===== config.mk =====
export PLATFORM = sky130hd
export DESIGN_NAME = ws2812_frame_ctrl
export DESIGN_NICKNAME = d
export VERILOG_FILES = /design/src/rtl/ws2812_frame_ctrl.sv
export SDC_FILE = /design/constraint.sdc
export NUM_CORES = 1
export LEC_CHECK = 0
export ABC_CLOCK_PERIOD_IN_PS = 1760
export BUFFER_PORTS_ARGS = -buffer_cell sky130_fd_sc_hd__buf_2
export CELL_PAD_IN_SITES_DETAIL_PLACEMENT = 1
export CELL_PAD_IN_SITES_GLOBAL_PLACEMENT = 1
export CORE_AREA = 2 2 89 91
export CTS_BUF_LIST = sky130_fd_sc_hd__clkbuf_4 sky130_fd_sc_hd__clkbuf_8
export DETAILED_ROUTE_END_ITERATION = 8
export DIE_AREA = 0 0 91 93
export GPL_ROUTABILITY_DRIVEN = 0
export GPL_TIMING_DRIVEN = 0
export PLACE_DENSITY = 0.73
export SLEW_MARGIN = 20
export SYNTH_ARGS = -nofsm -noshare
export SYNTH_HDL_FRONTEND = slang
export SYNTH_SLANG_ARGS = --single-unit

===== constraint.sdc =====
create_clock -name clk -period 1.76 [get_ports clk]
set_input_delay 0.352 -clock clk [delete_from_list [all_inputs] [get_ports clk]]
set_output_delay 0.352 -clock clk [all_outputs]
set_load 0.005 [all_outputs]

===== src/rtl/ws2812_frame_ctrl.sv =====
// WS2812 frame sequencer: streams NUM_LEDS GRB words from a synchronous pixel RAM
// into the single-LED bit driver, then holds the line idle for the latch gap.
module ws2812_frame_ctrl #(
  parameter int NUM_LEDS     = 16,
  parameter int ADDR_W       = 4,
  parameter int LATCH_CYCLES = 18200,
  parameter int ACK_TIMEOUT  = 8
) (
  input  logic              clk,
  input  logic              rst,
  input  logic              frame_req,
  input  logic              auto_refresh,
  output logic              frame_busy,
  output logic              frame_done,
  output logic              ack_err,
  output logic              pix_rd,
  output logic [ADDR_W-1:0] pix_addr,
  input  logic [23:0]       pix_data,
  output logic [23:0]       drv_grb,
  output logic              drv_start,
  input  logic              drv_end
);

  localparam int LAT_W = $clog2(LATCH_CYCLES + 1);
  localparam int ACK_W = $clog2(ACK_TIMEOUT + 1);
  localparam logic [ADDR_W-1:0] LAST_IDX = ADDR_W'(NUM_LEDS - 1);
  localparam logic [LAT_W-1:0]  LAT_LAST = LAT_W'(LATCH_CYCLES - 1);
  localparam logic [ACK_W-1:0]  ACK_LAST = ACK_W'(ACK_TIMEOUT - 1);

  typedef enum logic [2:0] {
    S_IDLE      = 3'd0,
    S_FETCH     = 3'd1,
    S_LOAD      = 3'd2,
    S_START     = 3'd3,
    S_WAIT_ACK  = 3'd4,
    S_WAIT_DONE = 3'd5,
    S_LATCH     = 3'd6
  } state_t;

  state_t            state_q, state_d;
  logic [ADDR_W-1:0] pix_addr_q, pix_addr_d;
  logic [LAT_W-1:0]  lat_cnt_q, lat_cnt_d;
  logic [ACK_W-1:0]  ack_cnt_q, ack_cnt_d;
  logic              grb_loaded_q, grb_loaded_d;
  logic [23:0]       drv_grb_q, drv_grb_d;
  logic              frame_busy_q, frame_busy_d;
  logic              frame_done_q, frame_done_d;
  logic              ack_err_q, ack_err_d;
  logic              pix_rd_q, pix_rd_d;
  logic              drv_start_q, drv_start_d;

  // State register and registered outputs
  always_ff @(posedge clk or negedge rst) begin
    if (!rst) begin
      state_q      <= S_IDLE;
      pix_addr_q   <= {ADDR_W{1'b0}};
      lat_cnt_q    <= {LAT_W{1'b0}};
      ack_cnt_q    <= {ACK_W{1'b0}};
      grb_loaded_q <= 1'b0;
      drv_grb_q    <= 24'h000000;
      frame_busy_q <= 1'b0;
      frame_done_q <= 1'b0;
      ack_err_q    <= 1'b0;
      pix_rd_q     <= 1'b0;
      drv_start_q  <= 1'b0;
    end else begin
      state_q      <= state_d;
      pix_addr_q   <= pix_addr_d;
      lat_cnt_q    <= lat_cnt_d;
      ack_cnt_q    <= ack_cnt_d;
      grb_loaded_q <= grb_loaded_d;
      drv_grb_q    <= drv_grb_d;
      frame_busy_q <= frame_busy_d;
      frame_done_q <= frame_done_d;
      ack_err_q    <= ack_err_d;
      pix_rd_q     <= pix_rd_d;
      drv_start_q  <= drv_start_d;
    end
  end

  // Next-state and next-output logic; pulse outputs are set on entry to their state
  always_comb begin
    state_d      = state_q;
    pix_addr_d   = pix_addr_q;
    lat_cnt_d    = lat_cnt_q;
    ack_cnt_d    = ack_cnt_q;
    grb_loaded_d = grb_loaded_q;
    drv_grb_d    = drv_grb_q;
    frame_busy_d = frame_busy_q;
    frame_done_d = 1'b0;
    ack_err_d    = ack_err_q;
    pix_rd_d     = 1'b0;
    drv_start_d  = 1'b0;

    case (state_q)
      S_IDLE: begin
        // A request landing on the frame_done cycle belongs to the finished frame
        if (frame_req && !frame_done_q) begin
          state_d      = S_FETCH;
          pix_addr_d   = {ADDR_W{1'b0}};
          frame_busy_d = 1'b1;
          ack_err_d    = 1'b0;
          pix_rd_d     = 1'b1;
        end else begin
          frame_busy_d = 1'b0;
        end
      end
      S_FETCH: begin
        state_d      = S_LOAD;
        grb_loaded_d = 1'b0;
      end
      S_LOAD: begin
        // Capture the RAM word once so a long wait for the driver cannot pick up stale data
        if (!grb_loaded_q) begin
          drv_grb_d    = pix_data;
          grb_loaded_d = 1'b1;
        end else begin
          grb_loaded_d = 1'b1;
        end
        if (drv_end) begin
          state_d     = S_START;
          drv_start_d = 1'b1;
        end else begin
          state_d = S_LOAD;
        end
      end
      S_START: begin
        state_d   = S_WAIT_ACK;
        ack_cnt_d = {ACK_W{1'b0}};
      end
      S_WAIT_ACK: begin
        if (!drv_end) begin
          state_d = S_WAIT_DONE;
        end else if (ack_cnt_q == ACK_LAST) begin
          state_d   = S_LATCH;
          ack_err_d = 1'b1;
          lat_cnt_d = {LAT_W{1'b0}};
        end else begin
          ack_cnt_d = ack_cnt_q + ACK_W'(1);
        end
      end
      S_WAIT_DONE: begin
        if (drv_end) begin
          if (pix_addr_q == LAST_IDX) begin
            state_d   = S_LATCH;
            lat_cnt_d = {LAT_W{1'b0}};
          end else begin
            state_d    = S_FETCH;
            pix_addr_d = pix_addr_q + ADDR_W'(1);
            pix_rd_d   = 1'b1;
          end
        end else begin
          state_d = S_WAIT_DONE;
        end
      end
      S_LATCH: begin
        if (lat_cnt_q == LAT_LAST) begin
          frame_done_d = 1'b1;
          lat_cnt_d    = {LAT_W{1'b0}};
          if (auto_refresh) begin
            state_d      = S_FETCH;
            pix_addr_d   = {ADDR_W{1'b0}};
            pix_rd_d     = 1'b1;
            ack_err_d    = 1'b0;
            frame_busy_d = 1'b1;
          end else begin
            state_d      = S_IDLE;
            frame_busy_d = 1'b0;
          end
        end else begin
          lat_cnt_d = lat_cnt_q + LAT_W'(1);
        end
      end
      default: begin
        state_d      = S_IDLE;
        frame_busy_d = 1'b0;
      end
    endcase
  end

  assign frame_busy = frame_busy_q;
  assign frame_done = frame_done_q;
  assign ack_err    = ack_err_q;
  assign pix_rd     = pix_rd_q;
  assign pix_addr   = pix_addr_q;
  assign drv_grb    = drv_grb_q;
  assign drv_start  = drv_start_q;

endmodule

## Word level (Yosys, flattened, before mapping)

Index checks and enable logic that the tools add are counted.

- Register bits after elaboration: 56
- Bits of input ports: 29
- Output and inout port bits: 33

- Add/sub/neg operators: 3
- Equality and inequality tests: 19
- Multiplexer cells: 43
- Bitwise operators: 2
- Reductions and logical operators: 16

Operators by type and width:

| kind | number |
|---|---|
| 15-bit two-way mux | 5 |
| 15-bit one-hot mux with 3 select lines | 1 |
| 4-bit two-way mux | 7 |
| 3-bit one-hot mux with 7 select lines | 1 |
| 3-bit two-way mux | 6 |
| 2-bit inequality test (second input constant) | 9 |
| 1-bit two-way mux | 17 |
| 15-bit by 1-bit adder with 15-bit output (second input constant) | 1 |
| 15-bit == test (second input constant) | 1 |
| 4-bit one-hot mux with 3 select lines | 1 |
| 6-bit AND reduction | 2 |
| 3-bit == test (second input constant) | 3 |
| 1-bit one-hot mux with 3 select lines | 3 |
| 3-bit nonzero test | 3 |
| 4-bit by 1-bit adder with 4-bit output (second input constant) | 2 |
| 4-bit one-hot mux with 2 select lines | 1 |
| 3-bit by 2-bit == test with 1-bit output (second input constant) | 2 |
| 3-bit AND reduction | 2 |
| 5-bit AND reduction | 1 |
| 5-bit OR reduction | 1 |
| 4-bit by 3-bit == test with 1-bit output (second input constant) | 1 |
| 4-bit == test (second input constant) | 1 |
| 2-bit AND reduction | 2 |
| 2-bit nonzero test | 2 |
| 7 further kinds | 8 |

## Logic depth before layout (Yosys ltp)

Gate-level depths: netlist of run 1.

- Word-level depth: 4
- Gate-level depth with buffers: 7
- Depth with buffers taken out: 5

## Worst setup path before layout of run 1

No wires, ideal clock.

- Kind: register to register
- Start point: reg pix_addr_q[0], in the netlist pix_addr[0]
- End point: reg lat_cnt_q[12]
- Arrival time: 1.527 ns
- Setup slack: 0.099 ns
- Stages on the path, launching flop included: 7
- Path buffers: 1
- Period minus slack after synthesis: 1.661 ns
- Path through: dfrtp_1 > ha_1 > nand3_1 > or3_1 > a21oi_1 > buf_2 > a31oi_1

- Word-level cells in the longest chain between the ends: 3

RTL lines:

| item | RTL line | RTL |
|---|---|---|
| start: declaration | 41 | `logic [ADDR_W-1:0] pix_addr_q, pix_addr_d;` |
| start signal: assignment | 56 | `pix_addr_q <= {ADDR_W{1'b0}};` |
| start signal: assignment | 68 | `pix_addr_q <= pix_addr_d;` |
| 4-bit == test | 144 | `if (pix_addr_q == LAST_IDX) begin` |
| 2-bit inequality test (no line) | - |  |
| 5-bit AND reduction (no line) | - |  |
| end signal: assignment | 57 | `lat_cnt_q <= {LAT_W{1'b0}};` |
| end signal: assignment | 69 | `lat_cnt_q <= lat_cnt_d;` |
| end: declaration | 42 | `logic [LAT_W-1:0] lat_cnt_q, lat_cnt_d;` |

Every way passes these cells.
A chain may end at the register's enable or synchronous reset.

## Worst setup path in the final report of run 1

- Start point: reg lat_cnt_q[12]
- End point: reg state_q[2]

- Word-level cells in the longest chain between the ends: 3

RTL lines:

| item | RTL line | RTL |
|---|---|---|
| 15-bit == test | 157 | `if (lat_cnt_q == LAT_LAST) begin` |
| 2-bit inequality test (no line) | - |  |
| 3-bit AND reduction (no line) | - |  |
| end signal: assignment | 67 | `state_q <= state_d;` |
| end: declaration | 40 | `state_t state_q, state_d;` |

Every way passes these cells.

==> results of run 1 <==
final timing paths:
path                                from             to  slack (ns)  depth (start not counted)
max in group asynchronous            rst   lat_cnt_q[7]        1.16                          1
max                        lat_cnt_q[12]     state_q[2]        0.05                          6
min in group clk             pix_data[0]     drv_grb[0]        0.26                          2
max reg2reg                lat_cnt_q[12]     state_q[2]        0.05                          6
min                                  rst     drv_grb[0]        0.08                          1
min reg2reg                lat_cnt_q[10]  lat_cnt_q[10]        0.49                          1
metrics by stage:
step	instance area [um2]	instances	setup WS, ns
after floorplan	2840	258	0.0988
after global placement	3280	421	-0.150
after detailed placement	3280	421	-0.178
after CTS	3490	437	0.00165
after global routing	3680	444	-0.0125
final	3680	444	0.0546
critical path: stages, from the launching register on:
cell and delay (ns):
dfrtp_2 0.47, nor4b_4 0.34, a41oi_4 0.19, buf_6 0.19, clkbuf_16 0.16, o21ai_1 0.15
o21ai_1 0.08
power groups by stage:
stage / clock [mW] / combinational [mW] / sequential [mW]
floorplan: 0 / 1.23 / 2.15
global placement: 0 / 1.89 / 2.14
detailed placement: 0 / 1.94 / 2.17
CTS: 0.904 / 2.07 / 2.13
global route: 0.946 / 2.52 / 2.24
finish: 0.877 / 2.30 / 2.16
synth_stat cells (all sizes together), types with 2 or more instances:
cell,count
nand2,19
and3b,2
mux2,24
nor3b,4
ha,3
clkbuf,7
nand3,5
and2,2
o21ai,17
a21boi,2
o31ai,2
inv,10
nand3b,4
a21oi,9
o22ai,2
a41oi,4
and3,7
dfrtp,56
a221oi,3
buf,11
nor2,11
nand2b,5
and4,3
a31oi,12
nor4b,3
nand4,7
mux2i,3
nor3,5
routing by layer:
| metal | track usage, % | vias up | wire length [um] |
|---|---|---|---|
| met5 | 0 | - | 0 |
| met1 | 22.6 | 1190 | 3240 |
| met4 | 2.90 | 0 | 34 |
| met2 | 27.7 | 72 | 3410 |
| met3 | 2.98 | 4 | 363 |
| li1 | - | 1107 | - |
cell usage in the layout (no fill, tap or decap), types with 5 or more instances in the layout:
master / netlist / routed
buf_6: 4 / 6
inv_1: 10 / 10
nand4_1: 7 / 7
mux2_2: 13 / 13
nand3_1: 5 / 5
buf_2: 3 / 62
a21oi_1: 9 / 7
nand2_1: 19 / 19
clkbuf_8: 0 / 5
and3_1: 7 / 7
nand2b_1: 5 / 5
a31oi_1: 12 / 11
o21ai_1: 12 / 12
mux2_1: 11 / 11
nor3_1: 5 / 5
buf_4: 4 / 17
dfrtp_1: 56 / 52
nor2_1: 11 / 11
flip-flops by register name, summed over array words and instances (netlist names):
| name | flops |
|---|---|
| pix_addr | 4 |
| drv_start | 1 |
| frame_done | 1 |
| ack_cnt_q | 4 |
| pix_rd | 1 |
| lat_cnt_q | 15 |
| drv_grb | 24 |
| frame_busy | 1 |
| state_q | 3 |
| ack_err | 1 |
| grb_loaded_q | 1 |
final cells by class:
| cell class | instances | area (um2) | share of cell area [%] |
|---|---|---|---|
| multi-input combinational | 174 | 1390 | 37.8 |
| clock buffer | 6 | 76.3 | 2.07 |
| inverter | 10 | 37.5 | 1.02 |
| tap | 102 | 128 | 3.46 |
| buffer | 15 | 128 | 3.46 |
| clock inverter | 2 | 38.8 | 1.05 |
| sequential | 56 | 1410 | 38.2 |
| timing repair buffer | 79 | 479 | 13.0 |
logic make-up after synthesis:
group,Yosys count,share of synthesized area [%]
AND/OR/NAND/NOR,84,18.6
flip-flops,56,49.3
XOR/XNOR,1,0.308
AO/OA/AOI/OAI,59,14.5
multiplexers,27,10.6
adder cells (fa/ha/maj),3,1.32
buffers and inverters,28,5.46
timing repair:
action | 4_1_cts | 5_1_grt
pin swaps | 1 | 5
gates resized for setup | 11 | 20
endpoints found under the hold margin | 0 | 0
setup buffers | 7 | 7
setup endpoints to repair | 39 | 29
cloned | 1 | 3
==> impl_metrics.env, run 1 <==
export IMPL_fin_util_pct=49.0
export IMPL_synth_distinct_cells=57
export IMPL_drt_pass1_iter_count=4
export IMPL_power_density_mw_per_mm2=1450
export IMPL_worstPathRequired_ns=1.94
export IMPL_synthesis_area_mm2=0.00284
export IMPL_slew_headroom_pct=52.3
export IMPL_ctsHoldBuffers=0
export IMPL_p_clk_share_pct=16.4
export IMPL_start_kind="flip-flop"
export IMPL_cts_tree="yes"
export IMPL_finalWirelength_um=7050
export IMPL_die_h_um=93
export IMPL_synth_avg_cell_area_um2=11.0
export IMPL_maxCapViolCount=0
export IMPL_outcome="completed"
export IMPL_finalCritPeriodShare_pct=96.9
export IMPL_yosys_top_cells_area="dfrtp_1 49%, mux2_2 5.1%, mux2_1 4.4%"
export IMPL_antenna_found_initial=0
export IMPL_vdd_drop_max_mv=0.607
export IMPL_p_total_mw=5.34
export IMPL_clock_path_buffers=2
export IMPL_path_clk_slew_ns=0.11
export IMPL_fin_setup_tns_ns=0
export IMPL_io_buffers=61
export IMPL_cts_root_buf="clkbuf_8"
export IMPL_ys_seq_elements=56
export IMPL_dp_hpwl_um=4700
export IMPL_critPathArrivalTime_ns=1.89
export IMPL_layout_drive_gt1_share_pct=40.1
export IMPL_drt_initial_drc_count=70
export IMPL_power_frac_comb_pct=43.0
export IMPL_synth_nets=290
export IMPL_num_nets_final=373
export IMPL_drc_errors=0
export IMPL_synth_edff_count=0
export IMPL_p_switching_mw=1.89
export IMPL_holdWs_ns=0.0771
export IMPL_setup_viol=0
export IMPL_tightest_slew_ns=0.716
export IMPL_worstSetupEndpointType="flip-flop"
export IMPL_grt_max_degree=57
export IMPL_io_pin_count=62
export IMPL_finalHoldViolCount=0
export IMPL_seq_area_frac_synth_pct=49.3
export IMPL_start_util_pct=37.8
export IMPL_std_cell_rows=32
export IMPL_clock_latency_ns=0.31
export IMPL_grt_pass1_wl_um=11500
export IMPL_swShare_pct=35.4
export IMPL_yosys_warnings=0
export IMPL_synth_top_area_share_pct=49.3
export IMPL_insertedDiodeCount=0
export IMPL_routedWlPerCell_um=15.9
export IMPL_die_x_um=91
export IMPL_finalCriticalPeriod_ns=1.71
export IMPL_criticalPathCategory="reg2reg"
export IMPL_grt_overflow=0
export IMPL_slew_viol_final=0
export IMPL_dieArea_mm2=0.00846
export IMPL_max_clock_freq_mhz=586
export IMPL_drtAntennaViolNets=0
export IMPL_async_flop_share_pct=100
export IMPL_vias=2373
export IMPL_synth_cells=258
export IMPL_numCtsBuffers=5
export IMPL_min_path_type="in2async"
export IMPL_via_per_inst=5.34
export IMPL_p_seq_share_pct=40.5
export IMPL_cts_sinks=56
export IMPL_synth_top_flop_cell="dfrtp_1"
export IMPL_core_mm2=0.00753
export IMPL_area_growth_pct=29.6
export IMPL_rsz0062_at_grt="true"
export IMPL_grt_use_total_pct=16.5
export IMPL_clock_skew_ns=0.0102
export IMPL_cts_htree_levels=2
export IMPL_p_int_mw=3.45
export IMPL_fill_cells=865
export IMPL_yosys_area_top_type="dfrtp_1"
export IMPL_power_leakage_nw=1.66
export IMPL_grt_pass1_vias=2339
export IMPL_path_max_fanout=7
No activity file was read; power rests on OpenSTA's default activity.
==> run 2: changes to the inputs <==
Settings changed: ABC_CLOCK_PERIOD_IN_PS 1760 to 1500, CELL_PAD_IN_SITES_DETAIL_PLACEMENT 1 to default, CELL_PAD_IN_SITES_GLOBAL_PLACEMENT 1 to default, CORE_AREA 2 2 89 91 to 2 2 79 81, DIE_AREA 0 0 91 93 to 0 0 81 83, PLACE_DENSITY 0.73 to 0.72.
Clock period 1.76 ns to 1.5 ns, I/O delays scaled along.
==> run 2 against run 1 <==
Net effect:
- the flow now finishes with violations (setup timing)
- count of clock-buffer cells in the layout decreased by 1
- worst hold slack got worse by 0.061 ns
- non-clock buffer count increased by 10
- clock skew decreased by 0.0049 ns
- largest power group unchanged
- clock power increased by 1%
==> impl_metrics.env, run 2 (synthesis results as in run 1) <==
export IMPL_clock_latency_ns=0.32
export IMPL_path_clk_slew_ns=0.11
export IMPL_maxCapViolCount=0
export IMPL_std_cell_rows=28
export IMPL_violations="setup timing"
export IMPL_p_int_mw=4.26
export IMPL_criticalPathCategory="reg2reg"
export IMPL_rsz0062_at_grt="true"
export IMPL_numCtsBuffers=5
export IMPL_p_seq_share_pct=38.7
export IMPL_io_pin_count=62
export IMPL_die_x_um=81
export IMPL_outcome="finished, violations left"
export IMPL_grt_pass1_wl_um=11200
export IMPL_vdd_drop_max_mv=0.856
export IMPL_dieArea_mm2=0.00672
export IMPL_setup_viol=49
export IMPL_drt_initial_drc_count=204
export IMPL_routedWlPerCell_um=15.9
export IMPL_tightest_slew_ns=0.710
export IMPL_most_common_layout_cells="63 x buf_2, 53 x dfrtp_1, 24 x mux2_4"
export IMPL_num_nets_final=383
export IMPL_worstPathRequired_ns=1.74
export IMPL_r2r_setup_slack_ns=-0.21
export IMPL_fill_cells=486
export IMPL_core_mm2=0.00582
export IMPL_finalCritPeriodShare_pct=114
export IMPL_power_density_mw_per_mm2=1720
export IMPL_cts_root_buf="clkbuf_8"
export IMPL_p_total_mw=6.58
export IMPL_start_kind="flip-flop"
export IMPL_clock_path_buffers=2
export IMPL_swShare_pct=35.3
export IMPL_cts_htree_levels=2
export IMPL_finalHoldViolCount=0
export IMPL_grt_overflow=0
export IMPL_seqCellArea_mm2=0.00141
export IMPL_p_clk_share_pct=13.5
export IMPL_clock_skew_ns=0.00535
export IMPL_power_leakage_nw=1.77
export IMPL_min_path_type="in2async"
export IMPL_vias=2389
export IMPL_drc_errors=0
export IMPL_layout_drive_gt1_share_pct=47.2
export IMPL_max_clock_freq_mhz=584
export IMPL_final_common_cell="buf_2"
export IMPL_drt_pass1_iter_count=4
export IMPL_slowest_delay_ns=0.43
export IMPL_rr_worst_depth=7
export IMPL_insertedDiodeCount=0
export IMPL_finalCriticalPeriod_ns=1.71
export IMPL_crit_path_top_delay_cell="dfrtp_1"
export IMPL_crit_chain="ha_4, and4bb_2, a41oi_4, buf_6, buf_8, o21ai_1, a31oi_1"
export IMPL_power_frac_comb_pct=47.8
export IMPL_dp_slack_ns=-0.313
export IMPL_finalWirelength_um=6800
export IMPL_grt_use_total_pct=21.3
export IMPL_die_h_um=83
export IMPL_grt_pass1_vias=2441
export IMPL_via_per_inst=5.59
export IMPL_largest_reg_flops=24
export IMPL_slew_headroom_pct=52.7
export IMPL_cts_tree="yes"
export IMPL_critPathArrivalTime_ns=1.95
export IMPL_slew_viol_final=0
export IMPL_drtAntennaViolNets=0
export IMPL_io_buffers=61
export IMPL_start_util_pct=48.9
export IMPL_multi_input_area_mm2=0.00151
export IMPL_fin_setup_tns_ns=-4.09
export IMPL_dp_hpwl_um=4440
export IMPL_setup_slack_ns=-0.212
export IMPL_p_switching_mw=2.32
export IMPL_cts_sinks=56
export IMPL_path_max_fanout=10
export IMPL_grt_max_degree=57
export IMPL_antenna_found_initial=0
export IMPL_worstSetupEndpointType="flip-flop"
export IMPL_area_growth_pct=34.6
## run 2: cell types whose count changed in the layout (fill, tap and decap cells not counted), sizes merged
cell | previous run | this run
buf | 87 | 100
bufinv | 1 | 0
clkbuf | 13 | 9
clkinv | 0 | 1
clkinvlp | 0 | 1
## run 2: path summary, 6_finish.rpt
check	start	end
worst min register to register	lat_cnt_q[10]	lat_cnt_q[10]
min in group clk	pix_data[19]	drv_grb[19]
worst max-delay path	lat_cnt_q[1]	lat_cnt_q[13]
max in group asynchronous	rst	lat_cnt_q[12]
worst min-delay path	rst	drv_grb[8]
worst max register to register	lat_cnt_q[1]	lat_cnt_q[13]
## run 2: routing by layer
| layer | vias to the layer above | part of all wire, % | track usage (%) |
|---|---|---|---|
| met1 | 1198 | 43 | 26.6 |
| met5 | - | 0 | 0 |
| met2 | 50 | 52 | 36.4 |
| met3 | 6 | 3.8 | 4.13 |
| met4 | 0 | 1.4 | 7.40 |
| li1 | 1135 | - | - |
## run 2: metrics by stage
step	hold WS (ns)	instances	utilization, %	area [um2]
floorplan	0.00441	258	-	2960
global placement	0.460	394	57.8	3360
detailed placement	0.401	394	57.8	3360
finish	0.0157	427	65.8	3830
CTS	0.0468	426	64.9	3770
global route	0.0722	427	65.8	3830
## run 2: area by class of cell
cell class,count,area share (%)
plain buffers,15,3.79
clock buffers,5,1.80
clock inverters,3,0.719
inverters,10,0.980
multi-input cells,174,39.3
flip-flops and latches,56,36.7
well taps,75,2.45
repair buffers,89,14.2
## run 2: power by group through the flow
stage               clock [mW]  combinational [mW]  sequential, mW
finish                   0.887                3.15            2.55
global route             0.992                3.44            2.63
CTS                      0.914                3.08            2.55
detailed placement           0                2.53            2.57
global placement             0                2.48            2.53
floorplan                    0                1.72            2.54
## run 2: worst max-delay path, delay by kind of cell (launching register included)
family	cells	cell delay [ns]
compound gates	3	0.46
flops	1	0.43
buf+inv	2	0.30
simple gates	1	0.26
fa+ha+maj	1	0.18
## run 2: repair_timing
| action | 4_1_cts | 5_1_grt |
|---|---|---|
| resized for setup | 32 | 15 |
| hold buffers | 0 | 0 |
| endpoints found under the setup margin | 51 | 53 |
| cloned | 4 | 0 |
| buffers inserted | 22 | 2 |
| hold endpoints to repair | 0 | 0 |
| pin swaps | 8 | 4 |
